[src/rtl/fifo_reader_pkg.sv]
// Shared types and defaults for the FIFO read-side streaming engine.
// Imported by the skid buffer and the top-level reader.
package fifo_reader_pkg;

  typedef enum logic [1:0] {
    ST_IDLE  = 2'd0,
    ST_RUN   = 2'd1,
    ST_DRAIN = 2'd2
  } state_e;

  localparam int unsigned DEF_WIDTH   = 8;
  localparam int unsigned DEF_PKT_LEN = 4;
  localparam int unsigned DEF_CNT_W   = 16;
  localparam int unsigned SKID_DEPTH  = 2;

  // Slots that will be occupied after this edge if nothing new is fetched:
  // buffered words plus the word in flight, minus the word leaving this cycle.
  function automatic logic [1:0] credits_used(input logic [1:0] occ,
                                              input logic       inflight,
                                              input logic       popping);
    logic [2:0] sum;
    sum = {1'b0, occ} + {2'b00, inflight} - {2'b00, popping};
    return sum[1:0];
  endfunction

endpackage

[src/rtl/fifo_reader_skid.sv]
// Two-entry skid buffer: entry 0 is always the head, pushes land at the tail.
// Simultaneous push and pop keep the occupancy unchanged.
module fifo_reader_skid
  import fifo_reader_pkg::*;
#(
  parameter int unsigned WIDTH = DEF_WIDTH
) (
  input  logic             clk,
  input  logic             rst_n,
  input  logic             push_i,
  input  logic [WIDTH-1:0] push_data_i,
  input  logic             pop_i,
  output logic [1:0]       occ_o,
  output logic [WIDTH-1:0] head_o
);

  logic [WIDTH-1:0] mem_q [SKID_DEPTH];
  logic [WIDTH-1:0] mem_d [SKID_DEPTH];
  logic [1:0]       occ_q, occ_d;

  always_comb begin
    // NOTE: every next-state variable gets its hold value first so no path leaves it unassigned (no latch).
    mem_d = mem_q;
    occ_d = occ_q;
    case ({push_i, pop_i})
      2'b10: begin
        mem_d[occ_q[0]] = push_data_i;
        occ_d           = occ_q + 2'd1;
      end
      2'b01: begin
        mem_d[0] = mem_q[1];
        occ_d    = occ_q - 2'd1;
      end
      2'b11: begin
        if (occ_q == 2'd2) begin
          mem_d[0] = mem_q[1];
          mem_d[1] = push_data_i;
        end else begin
          mem_d[0] = push_data_i;
        end
      end
      default: ;
    endcase
  end

  always_ff @(posedge clk or negedge rst_n) begin
    if (!rst_n) begin
      occ_q <= 2'd0;
      // NOTE: storage is reset only because the head drives out_data, which must read zero in reset.
      mem_q <= '{default: '0};
    end else begin
      // NOTE: state registers use non-blocking assignments so every flop samples pre-edge values.
      occ_q <= occ_d;
      mem_q <= mem_d;
    end
  end

  assign occ_o  = occ_q;
  assign head_o = mem_q[0];

endmodule

[src/rtl/fifo_reader.sv]
// Read-side engine for sync_fifo: prefetches words into a skid buffer and
// presents them as a valid/ready stream with packet framing and a word counter.
module fifo_reader
  import fifo_reader_pkg::*;
#(
  parameter int unsigned WIDTH   = DEF_WIDTH,
  parameter int unsigned PKT_LEN = DEF_PKT_LEN,
  parameter int unsigned CNT_W   = DEF_CNT_W
) (
  input  logic             clk,
  input  logic             reset,
  input  logic             enable,
  input  logic             fifo_empty,
  input  logic [WIDTH-1:0] fifo_data,
  output logic             fifo_rd,
  output logic [WIDTH-1:0] out_data,
  output logic             out_valid,
  input  logic             out_ready,
  output logic             out_last,
  output logic [CNT_W-1:0] word_count,
  output logic             busy
);

  localparam int unsigned       BEAT_W    = (PKT_LEN > 1) ? $clog2(PKT_LEN) : 1;
  localparam logic [BEAT_W-1:0] LAST_BEAT = BEAT_W'(PKT_LEN - 1);

  state_e            state_q, state_d;
  logic              inflight_q;
  logic [BEAT_W-1:0] beat_q, beat_d;
  logic [CNT_W-1:0]  count_q, count_d;
  logic [1:0]        occ;
  logic              transfer;

  fifo_reader_skid #(
    .WIDTH(WIDTH)
  ) u_skid (
    .clk        (clk),
    .rst_n      (reset),
    .push_i     (inflight_q),
    .push_data_i(fifo_data),
    .pop_i      (transfer),
    .occ_o      (occ),
    .head_o     (out_data)
  );

  assign out_valid = (occ != 2'd0);
  assign transfer  = out_valid && out_ready;

  // Counting the departing head as free lets a fetch overlap each pop,
  // sustaining one word per cycle while a capture still never meets a full buffer.
  assign fifo_rd = (state_q == ST_RUN) && enable && !fifo_empty &&
                   (credits_used(occ, inflight_q, transfer) < 2'd2);

  always_comb begin
    state_d = state_q;
    unique case (state_q)
      ST_IDLE:  if (enable) state_d = ST_RUN;
      ST_RUN:   if (!enable) state_d = ST_DRAIN;
      ST_DRAIN: begin
        if (enable) begin
          state_d = ST_RUN;
        end else if (!out_valid && !inflight_q) begin
          state_d = ST_IDLE;
        end
      end
      default:  state_d = ST_IDLE;
    endcase
  end

  always_comb begin
    beat_d  = beat_q;
    count_d = count_q;
    if (transfer) begin
      beat_d  = (beat_q == LAST_BEAT) ? '0 : beat_q + BEAT_W'(1);
      count_d = count_q + CNT_W'(1);
    end
  end

  always_ff @(posedge clk or negedge reset) begin
    if (!reset) begin
      state_q    <= ST_IDLE;
      inflight_q <= 1'b0;
      beat_q     <= '0;
      count_q    <= '0;
    end else begin
      state_q    <= state_d;
      inflight_q <= fifo_rd;
      beat_q     <= beat_d;
      count_q    <= count_d;
    end
  end

  assign out_last   = out_valid && (beat_q == LAST_BEAT);
  assign word_count = count_q;
  assign busy       = (state_q != ST_IDLE) || out_valid || inflight_q;

endmodule

[config.mk]
export PLATFORM = sky130hd
export DESIGN_NAME = fifo_reader
export DESIGN_NICKNAME = d
export VERILOG_FILES = /design/src/rtl/fifo_reader_pkg.sv /design/src/rtl/fifo_reader_skid.sv /design/src/rtl/fifo_reader.sv
export SDC_FILE = /design/constraint.sdc
export NUM_CORES = 1
export LEC_CHECK = 0
export BUFFER_PORTS_ARGS = -buffer_cell sky130_fd_sc_hd__buf_2
export CELL_PAD_IN_SITES_DETAIL_PLACEMENT = 1
export CELL_PAD_IN_SITES_GLOBAL_PLACEMENT = 2
export CORE_MARGIN = 2
export CORE_UTILIZATION = 35
export DETAILED_ROUTE_END_ITERATION = 16
export PLACE_DENSITY = 0.88
export RECOVER_POWER = 25
export SLEW_MARGIN = 25
export SYNTH_ARGS = -nofsm -noshare
export SYNTH_HDL_FRONTEND = slang
export SYNTH_HIERARCHICAL = 1
export SYNTH_SLANG_ARGS = --single-unit
export TNS_END_PERCENT = 5
[constraint.sdc]
create_clock -name clk -period 2.9 [get_ports clk]
set_input_delay 0.58 -clock clk [delete_from_list [all_inputs] [get_ports clk]]
set_output_delay 0.58 -clock clk [all_outputs]
set_load 0.02 [all_outputs]
==> results.cfg, run 1 <==
[finish]
final_layout_size_suffix_gt1_frac = 0.3009
diodes = 0
syn_to_final_growth_pct = 16.80
nNetsFinal = 246
nFillCells = 648
layout_common_cells = 39 x dfrtp_1, 39 x buf_2, 22 x nand2_1, 14 x xnor2_1, 11 x o21ai_0

[routing]
wl_per_cell_um = 14.56
drt-pass1-iter-count = 4
drtAntennaViolNets = 0
drc = 0
drtIter0Drc = 50
vias = 1510
viasPerCell = 5.067
finalWirelength_mm = 4.340

[grt]
grt.met3_usage = 0.03596
antenna_found_initial = 0
overflow = 0
busiest_layer = met2
grt_use_total = 0.1510
grt_first_pass_wirelength_mm = 7.527
global_route.usage.met1 = 0.1859
grt_max_degree = 40
use_met2 = 0.2533
grt_pass1_vias = 1579

[worst_hold_path]
min_path_type = in -> reg
whs_path_depth = 2

[job]
maxCapViolCount = 1

[clock_network]
cts_tree = built
path_clk_slew_ns = 0.08
numCtsBuffers = 5
clock-root-buffer = clkbuf_8
htree_num_levels = 2
clock_path_buffers = 2
clk_latency_ns = 0.30
cts_sinks = 39
hold_buffers = 0

[synth]
synth.avg_cell_area_sq_um = 10.95
synth_nets = 208
post_synth_instance_area_sq_mm = 0.002048
seq_area_frac_synth = 0.4765
yosys.area.top_type = dfrtp_1
synth_warnings = 6
synth_cell_types = 37
yosys-top-cells-area = dfrtp_1 48%, xnor2_1 6.0%, ha_1 4.9%
syn_inst = 187
yosysTopAreaCellShare = 0.4765
ys_ff_latch = 39

[sta]
grt_setup_unrepaired = false
fin_crit_sh = 0.9051
worst_pin_slew_ns = 2.081
fin_tns_setup_ns = 0
drv_slew = 40
slew_headroom = -0.3871
whs_ns = 0.4451
setup_violations = 0
clock_skew_ns = 0.008138
hold_viol = 0
max_freq_mhz = 381.0
min_period_ns = 2.625

[die]
die_area_sq_mm = 0.006480
die_h_um = 80.50
coreArea_sq_mm = 0.005574
die_w_um = 80.50
io_pins = 41
rows = 27
initial_core_util = 0.3675

[place]
place_congestion = 0.7244
dp_hpwl_mm = 3.147
port_buffers = 40

[setup_path]
path_max_fanout = 6
end_kind = primary output
cp-start-kind = flip-flop
critical_path_required_ns = 2.32
worstRegToRegCells = 7
crit_arrival_ns = 2.04
worstSetupPathType = reg -> out

[power]
irDropWorstVdd_mv = 0.2820
leakagePower_nw = 1.151
p_total_mw = 2.309
powerDensity_mw_per_mm2 = 965.3

[status]
violations = capacitance limit, slew limit
status = complete, but fails checks
[cell families (layout without fill, tap and decap cells)]
family / count (synthesis) / after routing / share of synthesized area
simple gates: 61 / 61 / 0.1686
flops: 39 / 39 / 0.4765
compound gates: 32 / 32 / 0.1167
xor+xnor: 20 / 20 / 0.08552
buf+inv: 18 / 57 / 0.05497
mux: 9 / 9 / 0.04887
fa+ha+maj: 8 / 8 / 0.04887
[metal layers]
layer,vias to the layer above,share of wire
met2,27,0.50
met4,0,0.012
met3,5,0.044
met5,-,0
li1,728,-
met1,750,0.44
[cell type report]
type                            count  area [sq um]  area share
Multi-Input combinational cell    130         965.9      0.4038
Timing Repair Buffer               44         229.0     0.09571
Tap cell                           72         90.09     0.03766
Sequential cell                    39         975.9      0.4080
Clock buffer                        5         68.82     0.02877
Clock inverter                      3         43.79     0.01831
Inverter                            5         18.77    0.007845
[timing repair]
action,4_1_cts,5_1_grt
endpoints found under the setup margin,0,1
buffers inserted,0,0
gates resized for setup,0,1
hold endpoints to repair,0,0
[power breakdown]
group / leakage (nW) / internal, mW / switching, mW
sequential: 0.500 / 0.726 / 0.167
combinational: 0.593 / 0.411 / 0.548
clock: 0.0581 / 0.256 / 0.201
total: 1.15 / 1.39 / 0.916
[registers in the layout (all words and copies together), names as in the netlist]
register / count
u_skid/head_o: 8
inflight_q: 1
state_q: 2
u_skid/mem_q: 8
beat_q: 2
word_count: 16
u_skid/occ_o: 2
[cells in the mapped netlist]
cell,number
a22o_1,7
nor4b_1,1
a221o_1,7
nor3_1,2
o21ai_2,1
nand3b_1,2
nor3_4,2
a21oi_1,2
o21ai_0,11
nor2_4,1
or4_1,1
nand4_2,1
and2_1,1
a21o_1,1
nor2b_1,3
nand2_1,22
nor4_1,1
inv_1,5
mux2_2,8
nand4_1,6
xnor2_1,14
ha_1,8
mux2i_1,1
dfrtp_1,39
o32a_1,1
nor2_1,2
and3_1,3
xor2_1,6
nand2_2,1
a21oi_2,1
nand2b_1,2
buf_6,1
nor2_2,1
buf_2,3
buf_4,9
a21boi_0,1
nand3_1,9
[path summary, 6_finish.rpt]
kind                       slack [ns]                      endpoint                         from
max in group asynchronous        0.83    word_count[15]$_DFFE_PN0P_                        reset
min reg2reg                      0.47    word_count[15]$_DFFE_PN0P_   word_count[15]$_DFFE_PN0P_
min                              0.45          inflight_q$_DFF_PN0_                   fifo_empty
max                              0.28                       fifo_rd  u_skid/occ_o[1]$_DFFE_PN0P_
max reg2reg                      0.69   u_skid/mem_q[6]$_DFFE_PN0P_  u_skid/occ_o[1]$_DFFE_PN0P_
min in group asynchronous        0.88  u_skid/head_o[5]$_DFFE_PN0P_                        reset
[critical path: stages (launching register included)]
cell	delay, ns
dfrtp_1	0.48
o21ai_2	0.17
inv_1	0.07
ha_1	0.20
xnor2_1	0.19
xnor2_1	0.13
nor4b_2	0.29
buf_2	0.21
[metrics by stage]
| step | cells | util | setup WS, ns | cell area (sq um) |
|---|---|---|---|---|
| after floorplan | 187 | - | 0.02137 | 2048 |
| after global routing | 298 | 0.4292 | 0.03560 | 2392 |
| after global placement | 290 | 0.4081 | 0.4273 | 2275 |
| after detailed placement | 290 | 0.4081 | 0.4008 | 2275 |
| after CTS | 298 | 0.4283 | 0.1651 | 2387 |
| final | 298 | 0.4292 | 0.2752 | 2392 |
Power figures use the tool's default switching activity.
==> run 2: changes to the inputs <==
--- a/config.mk
+++ b/config.mk
@@ -13,6 +13,7 @@
 export DETAILED_ROUTE_END_ITERATION = 16
 export PLACE_DENSITY = 0.88
 export RECOVER_POWER = 25
+export REMOVE_ABC_BUFFERS = 1
 export SLEW_MARGIN = 25
 export SYNTH_ARGS = -nofsm -noshare
 export SYNTH_HDL_FRONTEND = slang
==> results.cfg, run 2 (same netlist as run 1, synthesis figures left out) <==
[sta]
hold_viol = 0
fin_crit_sh = 0.9161
slew_headroom = -0.4130
worst_pin_slew_ns = 2.119
clock_skew_ns = 0.007462
max_freq_mhz = 376.4
drv_slew = 40
setup_violations = 0
grt_setup_unrepaired = false
whs_ns = 0.4465
min_period_ns = 2.657

[clock_network]
cts_setup_buffers = 0
hold_buffers = 0
clk_latency_ns = 0.29
cts_sinks = 39
cts-resized-gates = 0
clock_path_buffers = 2
path_clk_slew_ns = 0.08
cts_tree = built
numCtsBuffers = 5
clock-root-buffer = clkbuf_8
htree_num_levels = 2

[power]
irDropWorstVdd_mv = 0.4599
leakagePower_nw = 1.150
powerDensity_mw_per_mm2 = 969.4

[finish]
final_util = 0.4281
nFillCells = 643
nNetsFinal = 246
layout.cells.non_filler = 298
largest_reg_flops = 16
layout_common_cells = 39 x dfrtp_1, 39 x buf_2, 22 x nand2_1, 14 x xnor2_1, 11 x o21ai_0
syn_to_final_growth_pct = 16.49
final_layout_size_suffix_gt1_frac = 0.2965
diodes = 0

[setup_path]
crit_start = u_skid/occ_o[1]$_DFFE_PN0P_
critical_path_required_ns = 2.32
crit_arrival_ns = 2.08
r2r_start = u_skid/occ_o[1]$_DFFE_PN0P_
worstSetupPathType = reg -> out
end_kind = primary output
path_max_fanout = 6
cp-start-kind = flip-flop

[place]
port_buffers = 40
place_congestion = 0.7165
dp_hpwl_mm = 3.249
dp.cells = 290

[worst_hold_path]
min_from = fifo_empty
min_path_type = in -> reg

[die]
die_w_um = 80.50
initial_core_util = 0.3675
die_h_um = 80.50
io_pins = 41
rows = 27
coreArea_sq_mm = 0.005574
die_area_sq_mm = 0.006480

[grt]
grt_max_degree = 40
busiest_layer = met2
grt_use_total = 0.1577
use_met2 = 0.2675
grt.met3_usage = 0.03034
global_route.usage.met1 = 0.2024
grt_pass1_vias = 1578
antenna_found_initial = 0
overflow = 0
grt_first_pass_wirelength_mm = 7.900

[routing]
wl_per_cell_um = 14.97
drtIter0Drc = 64
drtAntennaViolNets = 0
viasPerCell = 5.144
drt-pass1-iter-count = 4
drc = 0
vias = 1533
finalWirelength_mm = 4.460

[job]
maxCapViolCount = 1

[status]
status = complete, but fails checks
violations = capacitance limit, slew limit
==> run 2: cell count changes in the layout (fill, tap and decap cells not counted) <==
cell / before / now
nor4b_1: 0 / 1
nor4b_2: 1 / 0
==> run 2: cell type report <==
class	instances	area, sq um	share of cell area
sequential	39	975.9	0.4090
multi-input combinational	130	959.7	0.4022
timing repair buffer	44	229.0	0.09596
tap	72	90.09	0.03776
clock buffer	5	68.82	0.02884
clock inverter	3	43.79	0.01835
inverter	5	18.77	0.007866
==> run 2: through the flow <==
step	cell area (sq um)	power, mW	setup TNS, ns	setup WS (ns)
3_3_place_gp	2275	1.854	0	0.4721
2_1_floorplan	1954	1.545	-0.1091	-0.1091
5_1_grt	2386	2.494	0	0.04747
6_report	2386	2.313	0	0.2433
3_5_place_dp	2275	1.876	0	0.4167
4_1_cts	2387	2.346	0	0.2008
==> run 2: where the power goes <==
group / internal (mW) / leakage, nW / switching, mW / total [mW]
Clock: 0.256 / 0.0581 / 0.202 / 0.459
Combinational: 0.410 / 0.592 / 0.545 / 0.955
Sequential: 0.725 / 0.500 / 0.174 / 0.900
Total: 1.39 / 1.15 / 0.922 / 2.31
==> run 2: path summary, 6_finish.rpt <==
check,end,slack [ns],depth (start not counted)
min in group asynchronous,u_skid/head_o[7]$_DFFE_PN0P_,0.89,1
setup reg to reg,u_skid/mem_q[3]$_DFFE_PN0P_,0.67,7
setup / recovery,fifo_rd,0.24,7
hold / removal,inflight_q$_DFF_PN0_,0.45,2
max in group asynchronous,beat_q[0]$_DFFE_PN0P_,0.79,1
hold reg to reg,word_count[15]$_DFFE_PN0P_,0.47,1
==> run 2: worst max-delay path, stage by stage, from the launching register on <==
cell and delay (ns):
dfrtp_1 0.49, o21ai_2 0.18, inv_1 0.08, ha_1 0.27
nor2b_1 0.13, xnor2_1 0.08, nor4b_1 0.33, buf_2 0.23
==> run 2: layer usage <==
metal / up-vias / part of all wire
met5: - / 0
met2: 27 / 0.49
met4: 0 / 0.0099
li1: 727 / -
met1: 774 / 0.46
met3: 5 / 0.035
